<file path="src/rtl/board_renderer_pkg.sv">
// Shared board geometry, bus types and helpers for the board renderer.
package board_renderer_pkg;

    localparam int unsigned BOARD_SIZE        = 64;
    localparam int unsigned LOG_BOARD_SIZE    = 6;
    localparam int unsigned WORD_SIZE         = 16;
    localparam int unsigned LOG_WORD_SIZE     = 4;
    localparam int unsigned WORDS_PER_ROW     = BOARD_SIZE / WORD_SIZE;
    localparam int unsigned LOG_WORDS_PER_ROW = LOG_BOARD_SIZE - LOG_WORD_SIZE;
    localparam int unsigned LOG_MAX_ADDR      = 2 * LOG_BOARD_SIZE - LOG_WORD_SIZE;
    localparam int unsigned HCOUNT_W          = 11;
    localparam int unsigned VCOUNT_W          = 10;
    localparam int unsigned COLOR_W           = 12;

    typedef logic [LOG_BOARD_SIZE-1:0]    pos_t;
    typedef logic [LOG_MAX_ADDR-1:0]      addr_t;
    typedef logic [WORD_SIZE-1:0]         word_t;
    typedef logic [LOG_WORDS_PER_ROW-1:0] widx_t;
    typedef logic [LOG_WORD_SIZE-1:0]     bit_idx_t;
    typedef logic [COLOR_W-1:0]           color_t;

    typedef enum logic [1:0] {
        IDLE  = 2'd0,
        WAIT1 = 2'd1,
        WAIT2 = 2'd2
    } fetch_state_t;

    // First pipeline stage payload: everything the pixel select needs one cycle later.
    typedef struct packed {
        bit_idx_t bit_idx;
        logic     in_board;
        logic     cursor;
        logic     hsync;
        logic     vsync;
        logic     blank;
    } stage1_t;

    // Word address of word widx in board row cy (rows are WORDS_PER_ROW words wide).
    function automatic addr_t row_word_addr(input pos_t cy, input widx_t widx);
        return addr_t'({cy, widx});
    endfunction

endpackage

</file>
<file path="src/rtl/board_renderer_if.sv">
// Read port of the board double buffer as seen by the renderer.
interface board_renderer_if;
    import board_renderer_pkg::*;

    addr_t addr_r_out;
    word_t data_r_in;

    modport master (output addr_r_out, input data_r_in);
    modport slave  (input addr_r_out, output data_r_in);
endinterface

</file>
<file path="src/rtl/board_renderer_prefetch.sv">
// Two-word prefetch: fetch FSM, current/next word registers and underflow flag.
module renderer_prefetch
    import board_renderer_pkg::*;
(
    input  logic  clk_in,
    input  logic  rst_in,
    input  logic  line_start,
    input  logic  word_start,
    input  logic  last_word,
    input  addr_t req_addr,
    input  word_t data_r_in,
    output addr_t addr_r_out,
    output word_t cur_word,
    output logic  underflow_out
);

    fetch_state_t state, state_nxt;
    word_t        nxt_word;
    logic         nxt_valid;
    logic         line_active;
    logic         swap_c;
    logic         req_c;
    logic         fetch_c;
    logic         capture_c;

    // Boundaries only count once a line start has been seen since reset.
    assign swap_c = word_start && line_active;
    assign req_c  = line_start || (swap_c && !last_word);

    // Fetch FSM state register.
    always_ff @(posedge clk_in) begin
        if (rst_in) state <= IDLE;
        else        state <= state_nxt;
    end

    // Fetch FSM next state: issue in IDLE, capture read data two cycles later.
    always_comb begin
        state_nxt = state;
        fetch_c   = 1'b0;
        capture_c = 1'b0;
        case (state)
            IDLE: begin
                if (req_c) begin
                    fetch_c   = 1'b1;
                    state_nxt = WAIT1;
                end
            end
            WAIT1: state_nxt = WAIT2;
            WAIT2: begin
                capture_c = 1'b1;
                state_nxt = IDLE;
            end
            default: state_nxt = IDLE;
        endcase
    end

    // Word registers; the boundary swap is last so it wins over a same-cycle capture.
    always_ff @(posedge clk_in) begin
        if (rst_in) begin
            addr_r_out    <= '0;
            nxt_word      <= '0;
            nxt_valid     <= 1'b0;
            cur_word      <= '0;
            underflow_out <= 1'b0;
            line_active   <= 1'b0;
        end else begin
            if (line_start) line_active <= 1'b1;
            if (fetch_c)    addr_r_out  <= req_addr;
            if (capture_c) begin
                nxt_word  <= data_r_in;
                nxt_valid <= 1'b1;
            end
            if (swap_c) begin
                cur_word  <= nxt_valid ? nxt_word : '0;
                nxt_valid <= 1'b0;
                if (!nxt_valid) underflow_out <= 1'b1;
            end
        end
    end

endmodule

</file>
<file path="src/rtl/board_renderer.sv">
// Raster-tracking board reader: prefetches words ahead of the beam and paints scaled cells.
module board_renderer
    import board_renderer_pkg::*;
#(
    parameter int unsigned LOG_CELL_PX  = 2,
    parameter int unsigned X_OFFSET     = 64,
    parameter int unsigned Y_OFFSET     = 16,
    parameter color_t      ALIVE_COLOR  = 12'hFFF,
    parameter color_t      DEAD_COLOR   = 12'h222,
    parameter color_t      CURSOR_COLOR = 12'hF00
) (
    input  logic                clk_in,
    input  logic                rst_in,
    input  logic [HCOUNT_W-1:0] hcount_in,
    input  logic [VCOUNT_W-1:0] vcount_in,
    input  logic                hsync_in,
    input  logic                vsync_in,
    input  logic                blank_in,
    input  pos_t                cursor_x_in,
    input  pos_t                cursor_y_in,
    board_renderer_if.master    mem,
    output color_t              pixel_out,
    output logic                hsync_out,
    output logic                vsync_out,
    output logic                blank_out,
    output logic                underflow_out
);

    localparam int unsigned PX          = BOARD_SIZE << LOG_CELL_PX;
    localparam int unsigned WORD_PX_LOG = LOG_WORD_SIZE + LOG_CELL_PX;
    localparam stage1_t     S1_RESET    = '{bit_idx: '0, in_board: 1'b0, cursor: 1'b0,
                                            hsync: 1'b1, vsync: 1'b1, blank: 1'b1};

    logic [HCOUNT_W-1:0] hx_c;
    logic [HCOUNT_W-1:0] vy_c;
    logic                h_in_c;
    logic                v_in_c;
    logic                in_board_c;
    pos_t                cx_c;
    pos_t                cy_c;
    widx_t               widx_c;
    logic                word_start_c;
    logic                line_start_c;
    logic                last_word_c;
    addr_t               req_addr_c;
    word_t               cur_word;
    stage1_t             s1;
    color_t              pixel_c;

    // Board-relative coordinates; out-of-region wraparound is masked by in_board.
    assign hx_c       = hcount_in - HCOUNT_W'(X_OFFSET);
    assign vy_c       = HCOUNT_W'(vcount_in) - HCOUNT_W'(Y_OFFSET);
    assign h_in_c     = (hcount_in >= HCOUNT_W'(X_OFFSET)) && (hx_c < HCOUNT_W'(PX));
    assign v_in_c     = (HCOUNT_W'(vcount_in) >= HCOUNT_W'(Y_OFFSET)) && (vy_c < HCOUNT_W'(PX));
    assign in_board_c = h_in_c && v_in_c;
    assign cx_c       = pos_t'(hx_c >> LOG_CELL_PX);
    assign cy_c       = pos_t'(vy_c >> LOG_CELL_PX);
    assign widx_c     = widx_t'(cx_c >> LOG_WORD_SIZE);

    // Fetch triggers: line start four pixels early, then one per word boundary.
    assign line_start_c = v_in_c && (hcount_in == HCOUNT_W'(X_OFFSET - 4));
    assign word_start_c = in_board_c && (hx_c[WORD_PX_LOG-1:0] == '0);
    assign last_word_c  = (widx_c == widx_t'(WORDS_PER_ROW - 1));
    assign req_addr_c   = line_start_c ? row_word_addr(cy_c, '0)
                                       : row_word_addr(cy_c, widx_t'(widx_c + 1'b1));

    renderer_prefetch u_prefetch (
        .clk_in        (clk_in),
        .rst_in        (rst_in),
        .line_start    (line_start_c),
        .word_start    (word_start_c),
        .last_word     (last_word_c),
        .req_addr      (req_addr_c),
        .data_r_in     (mem.data_r_in),
        .addr_r_out    (mem.addr_r_out),
        .cur_word      (cur_word),
        .underflow_out (underflow_out)
    );

    // Stage 1: register cell bit position, region, cursor match and raw timing.
    // Lowest x sits in the MSB, so the bit index is the inverted cell offset.
    always_ff @(posedge clk_in) begin
        if (rst_in) begin
            s1 <= S1_RESET;
        end else begin
            s1.bit_idx  <= ~cx_c[LOG_WORD_SIZE-1:0];
            s1.in_board <= in_board_c;
            s1.cursor   <= (cx_c == cursor_x_in) && (cy_c == cursor_y_in);
            s1.hsync    <= hsync_in;
            s1.vsync    <= vsync_in;
            s1.blank    <= blank_in;
        end
    end

    // Pixel colour priority: blank, off-board, cursor, live, dead.
    always_comb begin
        pixel_c = '0;
        if (!s1.blank && s1.in_board) begin
            if (s1.cursor)                 pixel_c = CURSOR_COLOR;
            else if (cur_word[s1.bit_idx]) pixel_c = ALIVE_COLOR;
            else                           pixel_c = DEAD_COLOR;
        end
    end

    // Stage 2: output registers, two cycles behind the timing inputs.
    always_ff @(posedge clk_in) begin
        if (rst_in) begin
            pixel_out <= '0;
            hsync_out <= 1'b1;
            vsync_out <= 1'b1;
            blank_out <= 1'b1;
        end else begin
            pixel_out <= pixel_c;
            hsync_out <= s1.hsync;
            vsync_out <= s1.vsync;
            blank_out <= s1.blank;
        end
    end

endmodule

</file>
<file path="src/flat_wrapper.sv">
// flat-port wrapper written by rule: the top's interface ports become plain ports
module board_renderer_flat import board_renderer_pkg::*;
#(
    parameter int unsigned LOG_CELL_PX  = 2,
    parameter int unsigned X_OFFSET     = 64,
    parameter int unsigned Y_OFFSET     = 16,
    parameter color_t      ALIVE_COLOR  = 12'hFFF,
    parameter color_t      DEAD_COLOR   = 12'h222,
    parameter color_t      CURSOR_COLOR = 12'hF00
)
  (clk_in, rst_in, hcount_in, vcount_in, hsync_in, vsync_in, blank_in, cursor_x_in, cursor_y_in, pixel_out, hsync_out, vsync_out, blank_out, underflow_out, mem_addr_r_out, mem_data_r_in);
  board_renderer_if mem_i ();
  input  logic clk_in;
  input  logic rst_in;
  input  logic [HCOUNT_W-1:0] hcount_in;
  input  logic [VCOUNT_W-1:0] vcount_in;
  input  logic hsync_in;
  input  logic vsync_in;
  input  logic blank_in;
  input  pos_t cursor_x_in;
  input  pos_t cursor_y_in;
  output color_t pixel_out;
  output logic hsync_out;
  output logic vsync_out;
  output logic blank_out;
  output logic underflow_out;
  output wire logic [$bits(mem_i.addr_r_out)-1:0] mem_addr_r_out;
  input wire logic [$bits(mem_i.data_r_in)-1:0] mem_data_r_in;
  assign mem_addr_r_out = mem_i.addr_r_out;
  assign mem_i.data_r_in = mem_data_r_in;
  board_renderer #(.LOG_CELL_PX(LOG_CELL_PX), .X_OFFSET(X_OFFSET), .Y_OFFSET(Y_OFFSET), .ALIVE_COLOR(ALIVE_COLOR), .DEAD_COLOR(DEAD_COLOR), .CURSOR_COLOR(CURSOR_COLOR)) u_core (.clk_in(clk_in), .rst_in(rst_in), .hcount_in(hcount_in), .vcount_in(vcount_in), .hsync_in(hsync_in), .vsync_in(vsync_in), .blank_in(blank_in), .cursor_x_in(cursor_x_in), .cursor_y_in(cursor_y_in), .mem(mem_i), .pixel_out(pixel_out), .hsync_out(hsync_out), .vsync_out(vsync_out), .blank_out(blank_out), .underflow_out(underflow_out));
endmodule
</file>
<file path="config.mk">
export PLATFORM = sky130hd
export DESIGN_NAME = board_renderer_flat
export DESIGN_NICKNAME = d
export VERILOG_FILES = /design/src/rtl/board_renderer_pkg.sv /design/src/rtl/board_renderer_if.sv /design/src/rtl/board_renderer_prefetch.sv /design/src/rtl/board_renderer.sv /design/src/flat_wrapper.sv
export SDC_FILE = /design/constraint.sdc
export NUM_CORES = 1
export LEC_CHECK = 0
export ABC_AREA = 1
export BUFFER_PORTS_ARGS = -buffer_cell sky130_fd_sc_hd__buf_2
export CORE_UTILIZATION = 52
export DETAILED_ROUTE_END_ITERATION = 7
export GPL_ROUTABILITY_DRIVEN = 0
export PLACE_DENSITY = 0.8
export SKIP_LAST_GASP = 1
export SLEW_MARGIN = 5
export SYNTH_ARGS = -nofsm -noshare
export SYNTH_HDL_FRONTEND = slang
export SYNTH_SLANG_ARGS = --single-unit
</file>
<file path="constraint.sdc">
create_clock -name clk_in -period 1.8 [get_ports clk_in]
set_clock_uncertainty 0.1 [all_clocks]
set_input_delay 0.27 -clock clk_in [delete_from_list [all_inputs] [get_ports clk_in]]
set_output_delay 0.27 -clock clk_in [all_outputs]
set_load 0.005 [all_outputs]
</file>
* Yosys cells after proc, flatten, opt, wreduce, memory -nomap -nowiden *
Cells that the tools add are included.

storage, ports and cells
  flip-flop bits (word level) = 69
  input port bits = 54
  output and inout bits = 24
  word-level logic and storage cells = 65

cells by class
  add/subtract/negate cells = 3
  $lt $le $gt $ge = 5
  eq/ne operators = 7
  multiplexer cells = 11
  bitwise operators = 3
  reductions and logical operators = 18

operator list
  cell                   count
  $mux 12                2
  $lt 11x9->1 const B    2
  $mux 16                1
  $eq 6x6->1             2
  $eq 11x6->1 const B    1
  $ge 11x7->1 const B    1
  $sub 10x5->11 const B  1
  $sub 11x7->11 const B  1
  $ge 10x5->1 const B    1
  $logic_and 1x1->1      9
  $logic_not 6->1        1
  $lt 4x5->1 const B     1
  $bmux 1 s4             1
  $eq 2x2->1 const B     2
  $mux 1                 4
  $mux 2                 2
  $not 4->4              1
  $pmux 2 s2             1
  $reduce_or 2->1        2
  $reduce_or 3->1        1
  $add 2x1->2 const B    1
  $eq 2x1->1 const B     1
  $logic_not 1->1        2
  $logic_not 2->1        1
  other kinds (4)        5

* Longest topological paths before layout *
  word-level depth = 10
  mapped depth = 13
  gate-level depth less buffers = 12

* Hierarchy *
Synthesis repeated with hierarchy kept, for this count alone.

unflattened totals
  cells, all modules = 370
  area, all modules = 2,795.2 um^2

modules (own cells, without submodules)
  module             times used  cells an instance  area each (um^2)  sequential area each (um^2)
  renderer_prefetch  1           196                1,677.9           900.9
  board_renderer     1           174                1,117.3           320.3

* Least setup slack after synthesis *
Ideal clock, no wire load.

  kind = input port to flip-flop
  start point = input hcount_in[6]
  end point = register u_core.u_prefetch.cur_word[12]
  library setup time = 0.067 ns
  data arrival time = 1.467 ns
  data required time = 1.633 ns
  slack = 0.166 ns
  stages = 11
  path buffers = 1
  cells stage by stage = inv_1 > ha_1 > inv_1 > or2_2 > nand2_1 > nor2_1 > and2_4 > nand2_4 > buf_6 > nand3_1 > o21ai_2

between the ends
  longest elaborated chain between the ends = 6
  elaborated cells on any way between the ends = 7
  those cells by class = add/sub: 1; order compare: 2; reduce/logical: 4

ends and longest elaborated chain
  item                    RTL line                       source
  start: declaration      flat_wrapper.sv:15             input logic [HCOUNT_W-1:0] hcount_in;
  $sub 11x7->11           board_renderer.sv:51           assign hx_c = hcount_in - HCOUNT_W'(X_OFFSET);
  $lt 11x9->1             board_renderer.sv:53           assign h_in_c = (hcount_in >= HCOUNT_W'(X_OFFSET)) && (hx_c < HCOUNT_W'(PX));
  $logic_and 1x1->1 (*)   board_renderer.sv:53
  $logic_and 1x1->1 (*)   board_renderer.sv:55           assign in_board_c = h_in_c && v_in_c;
  $logic_and 1x1->1 (*)   board_renderer.sv:62           assign word_start_c = in_board_c && (hx_c[WORD_PX_LOG-1:0] == '0);
  $logic_and 1x1->1 (*)   board_renderer_prefetch.sv:27  assign swap_c = word_start && line_active;
  end signal: assignment  board_renderer_prefetch.sv:74  cur_word <= nxt_valid ? nxt_word : '0;
  end: declaration        board_renderer_prefetch.sv:13  output word_t cur_word,

Mark *: on every way between the ends. The rest lies on a longest branch, timed or not.
A chain may end at the register's enable or synchronous reset.

* Final worst setup path *
  start point = input hcount_in[6]
  end point = register u_core.u_prefetch.nxt_valid

between the ends
  longest elaborated chain between the ends = 7
  elaborated cells on any way between the ends = 8
  those cells by class = add/sub: 1; order compare: 2; reduce/logical: 5

ends and longest elaborated chain
  item                                  RTL line                       source
  $sub 11x7->11                         board_renderer.sv:51
  $lt 11x9->1                           board_renderer.sv:53
  $logic_and 1x1->1 (*)                 board_renderer.sv:53
  $logic_and 1x1->1 (*)                 board_renderer.sv:55
  $logic_and 1x1->1 (*)                 board_renderer.sv:62
  $logic_and 1x1->1 (*)                 board_renderer_prefetch.sv:27
  $reduce_or 2->1 (no source line) (*)  --
  end signal: assignment                board_renderer_prefetch.sv:62  nxt_valid <= 1'b0;
  end signal: assignment                board_renderer_prefetch.sv:71  nxt_valid <= 1'b1;
  end signal: assignment                board_renderer_prefetch.sv:75  nxt_valid <= 1'b0;
  end: declaration                      board_renderer_prefetch.sv:19  logic nxt_valid;

Marks and branches as above.

==> reports/metrics.cfg <==
[status]
status=finished, final reports clean

[yosys]
yosysWarnings=0
synth_top_area_share_pct=43.7
synth-edff-count=0
synth-seq-cells=61
synth_cells=354
synthesis.area_mm2=0.00280
yosys.cell_types.count=36
synth_top_cells_by_area=dfxtp_1 44%, nor2_1 7.9%, nand3_1 7.7%, nand2_1 4.4%, o21ai_0 4.3%
synthArstFlopShare_pct=0
yosysSeqAreaShare_pct=43.7
syn_nets=411
avgSynthCellArea_um2=7.90
yosysTopAreaCell=dfxtp_1
synthFlopType=dfxtp_1

[drt]
ant_nets=0
dr.pass1.iters=5
drcViolationCount=0
finalWirelength_um=6140
first_iter_violations=173
vias=2586
wl_per_cell_um=12.1
viasPerCell=5.12

[clocking]
cts_num_sinks=61
clock_latency_ps=340
hold_buffers=0
cts_buffers=9
path_clk_slew_ps=60
htreeDepth=3
clockRootBuffer=clkbuf_8
cts_setup_buffers=0
cts_tree=yes
cts.path.max_buffers=2
cts_resized=0

[global_routing]
grt-ovfl-total=0
antenna_found_initial=0
track_usage_pct=23.2
grt_start_max_net_pins=22
grt_pass1_vias=2202
grt_pass1_wl_um=9830

[sta]
setup_viol=0
worst_pin_slew_ps=599
finalCriticalPeriod_ps=1560
rsz0062_at_grt=no
drv_slew=0
slew_headroom_pct=60.0
finalCritPeriodShare_pct=86.5
setup_ws_ps=242
fmax_mhz=642
report.final.hold_viol_count=0

[layout]
drive_above_1_share_pct=31.5
multi_input_area_mm2=0.00131
final_area_mm2=0.00344
register_area_mm2=0.00122
antennaDiodeCount=0
fillers=465
area_delta_synth_final_pct=23.1
stdcell_count=505
final_nets=489

[placement]
dp.cells=491
place_area_mm2=0.00324
pre_cts_ws_ps=-101
hpwl_um=4340
port_buffers=75

[floorplanning]
die-width_um=75.3
die_y_um=75.3
rows=26
core-area_mm2=0.00514
initial_core_util_pct=54.4
die-area_mm2=0.00568
ioPinCount=78

[critical_path]
worstPathArrival_ps=1730
path_max_fanout=13
path_class=input pin to flip-flop
crit_path_start_kind=input pin
worstPathRequired_ps=1980
cp-end-kind=flip-flop

[power_and_ir_drop]
p_leak_nw=1.50
ir_drop_mv=0.830
p_per_area_mw_per_mm2=828

[flow_run]
maxCapViolCount=0

[min_path]
hold_path_class=input pin to flip-flop

## Yosys cell counts, types with 2 or more instances
cell type and instances:
a21oi_1 12, a21oi_2 3, buf_2 2, buf_4 8, buf_6 4, clkbuf_1 11, clkinv_1 2, dfxtp_1 61
ha_1 3, inv_1 26, nand2_1 33, nand2_2 3, nand3_1 43, nand3b_1 3, nand4_1 2, nor2_1 59
nor2_4 2, nor3_1 4, o211ai_1 5, o21ai_0 24, o21ai_1 4, o21ai_2 4, o22ai_2 8, or2_2 7
xnor2_1 7, xor2_1 4
## final timing paths
path	from	to	slack, ps	cells past startpoint
hold reg to reg	u_core.s1[2]	u_core.hsync_out	310	1
hold / removal	vsync_in	u_core.s1[1]	10	2
setup / recovery	hcount_in[6]	u_core.u_prefetch.nxt_valid	240	11
setup reg to reg	u_core.s1[5]	u_core.pixel_out[10]	300	7
## final cells by class
| type | instances | share of cell area (%) |
|---|---|---|
| clock buffers | 13 | 4.91 |
| clock inverters | 1 | 0.872 |
| inverters | 29 | 3.16 |
| multi-input cells | 239 | 38.1 |
| flip-flops and latches | 61 | 35.5 |
| well taps | 70 | 2.54 |
| repair buffers | 92 | 15.0 |
## worst max-delay path, cell delays in order
cell,delay (ps)
buf_2,100
inv_1,90
ha_1,150
inv_1,50
or2_2,260
nand2_1,60
nor2_1,60
and2_4,160
nand2_4,150
nand2_2,200
nor2_1,160
## report_power, final
| part | internal (W) | switching [W] | total, W |
|---|---|---|---|
| Clock | 0.000738 | 0.000495 | 0.00123 |
| Sequential | 0.00136 | 0.00000961 | 0.00137 |
| Combinational | 0.000114 | 0.000130 | 0.000245 |
| Total | 0.00221 | 0.000635 | 0.00285 |
## cells by family (layout without fill, tap and decap cells)
kind of cell	count (synthesis)	after routing	synth area share, %
xor+xnor	11	11	3.45
simple gates	163	163	27.2
fa+ha+maj	3	3	1.34
flops	61	61	43.7
compound gates	62	62	14.8
buf+inv	54	135	9.49
## layer usage
layer / track usage (%) / share of wire (%) / vias to the layer above
met3: 5.69 / 6.8 / 13
met4: 9.47 / 1.5 / 0
met1: 31.1 / 44 / 1162
li1: - / - / 1319
met5: 0 / 0 / -
met2: 36.0 / 48 / 92
## flip-flops by register name, indices dropped and copies added (netlist names)
| signal | cells |
|---|---|
| u_core.u_prefetch.cur_word | 16 |
| u_core.u_prefetch.nxt_word | 16 |
| u_core.s1 | 9 |
| u_core.u_prefetch.addr_r_out | 8 |
| u_core.pixel_out | 4 |
| u_core.u_prefetch.state | 2 |
| u_core.blank_out | 1 |
| u_core.hsync_out | 1 |
| u_core.u_prefetch.line_active | 1 |
| u_core.u_prefetch.nxt_valid | 1 |
| u_core.u_prefetch.underflow_out | 1 |
| u_core.vsync_out | 1 |
## through the flow
step / TNS, ps / total power (W) / hold WS, ps / utilization (%)
3_3_place_gp: -904 / 0.00163 / 294 / 63.1
6_report: 0 / 0.00285 / 13.7 / 67.0
3_5_place_dp: -1430 / 0.00164 / 296 / 63.1
2_1_floorplan: 0 / 0.00153 / 242 / -
5_1_grt: 0 / 0.00294 / 16.4 / 67.0
4_1_cts: 0 / 0.00285 / 15.7 / 67.0
## cell usage in the layout (no fill, tap or decap), types with 5 or more instances in the layout
cell type,count
a21oi_1,12
buf_2,75
buf_4,16
clkbuf_8,12
dfxtp_1,61
inv_1,26
nand2_1,33
nand3_1,43
nor2_1,59
o211ai_1,5
o21ai_0,24
o22ai_2,8
or2_2,7
xnor2_1,7
Power figures use the tool's default switching activity.
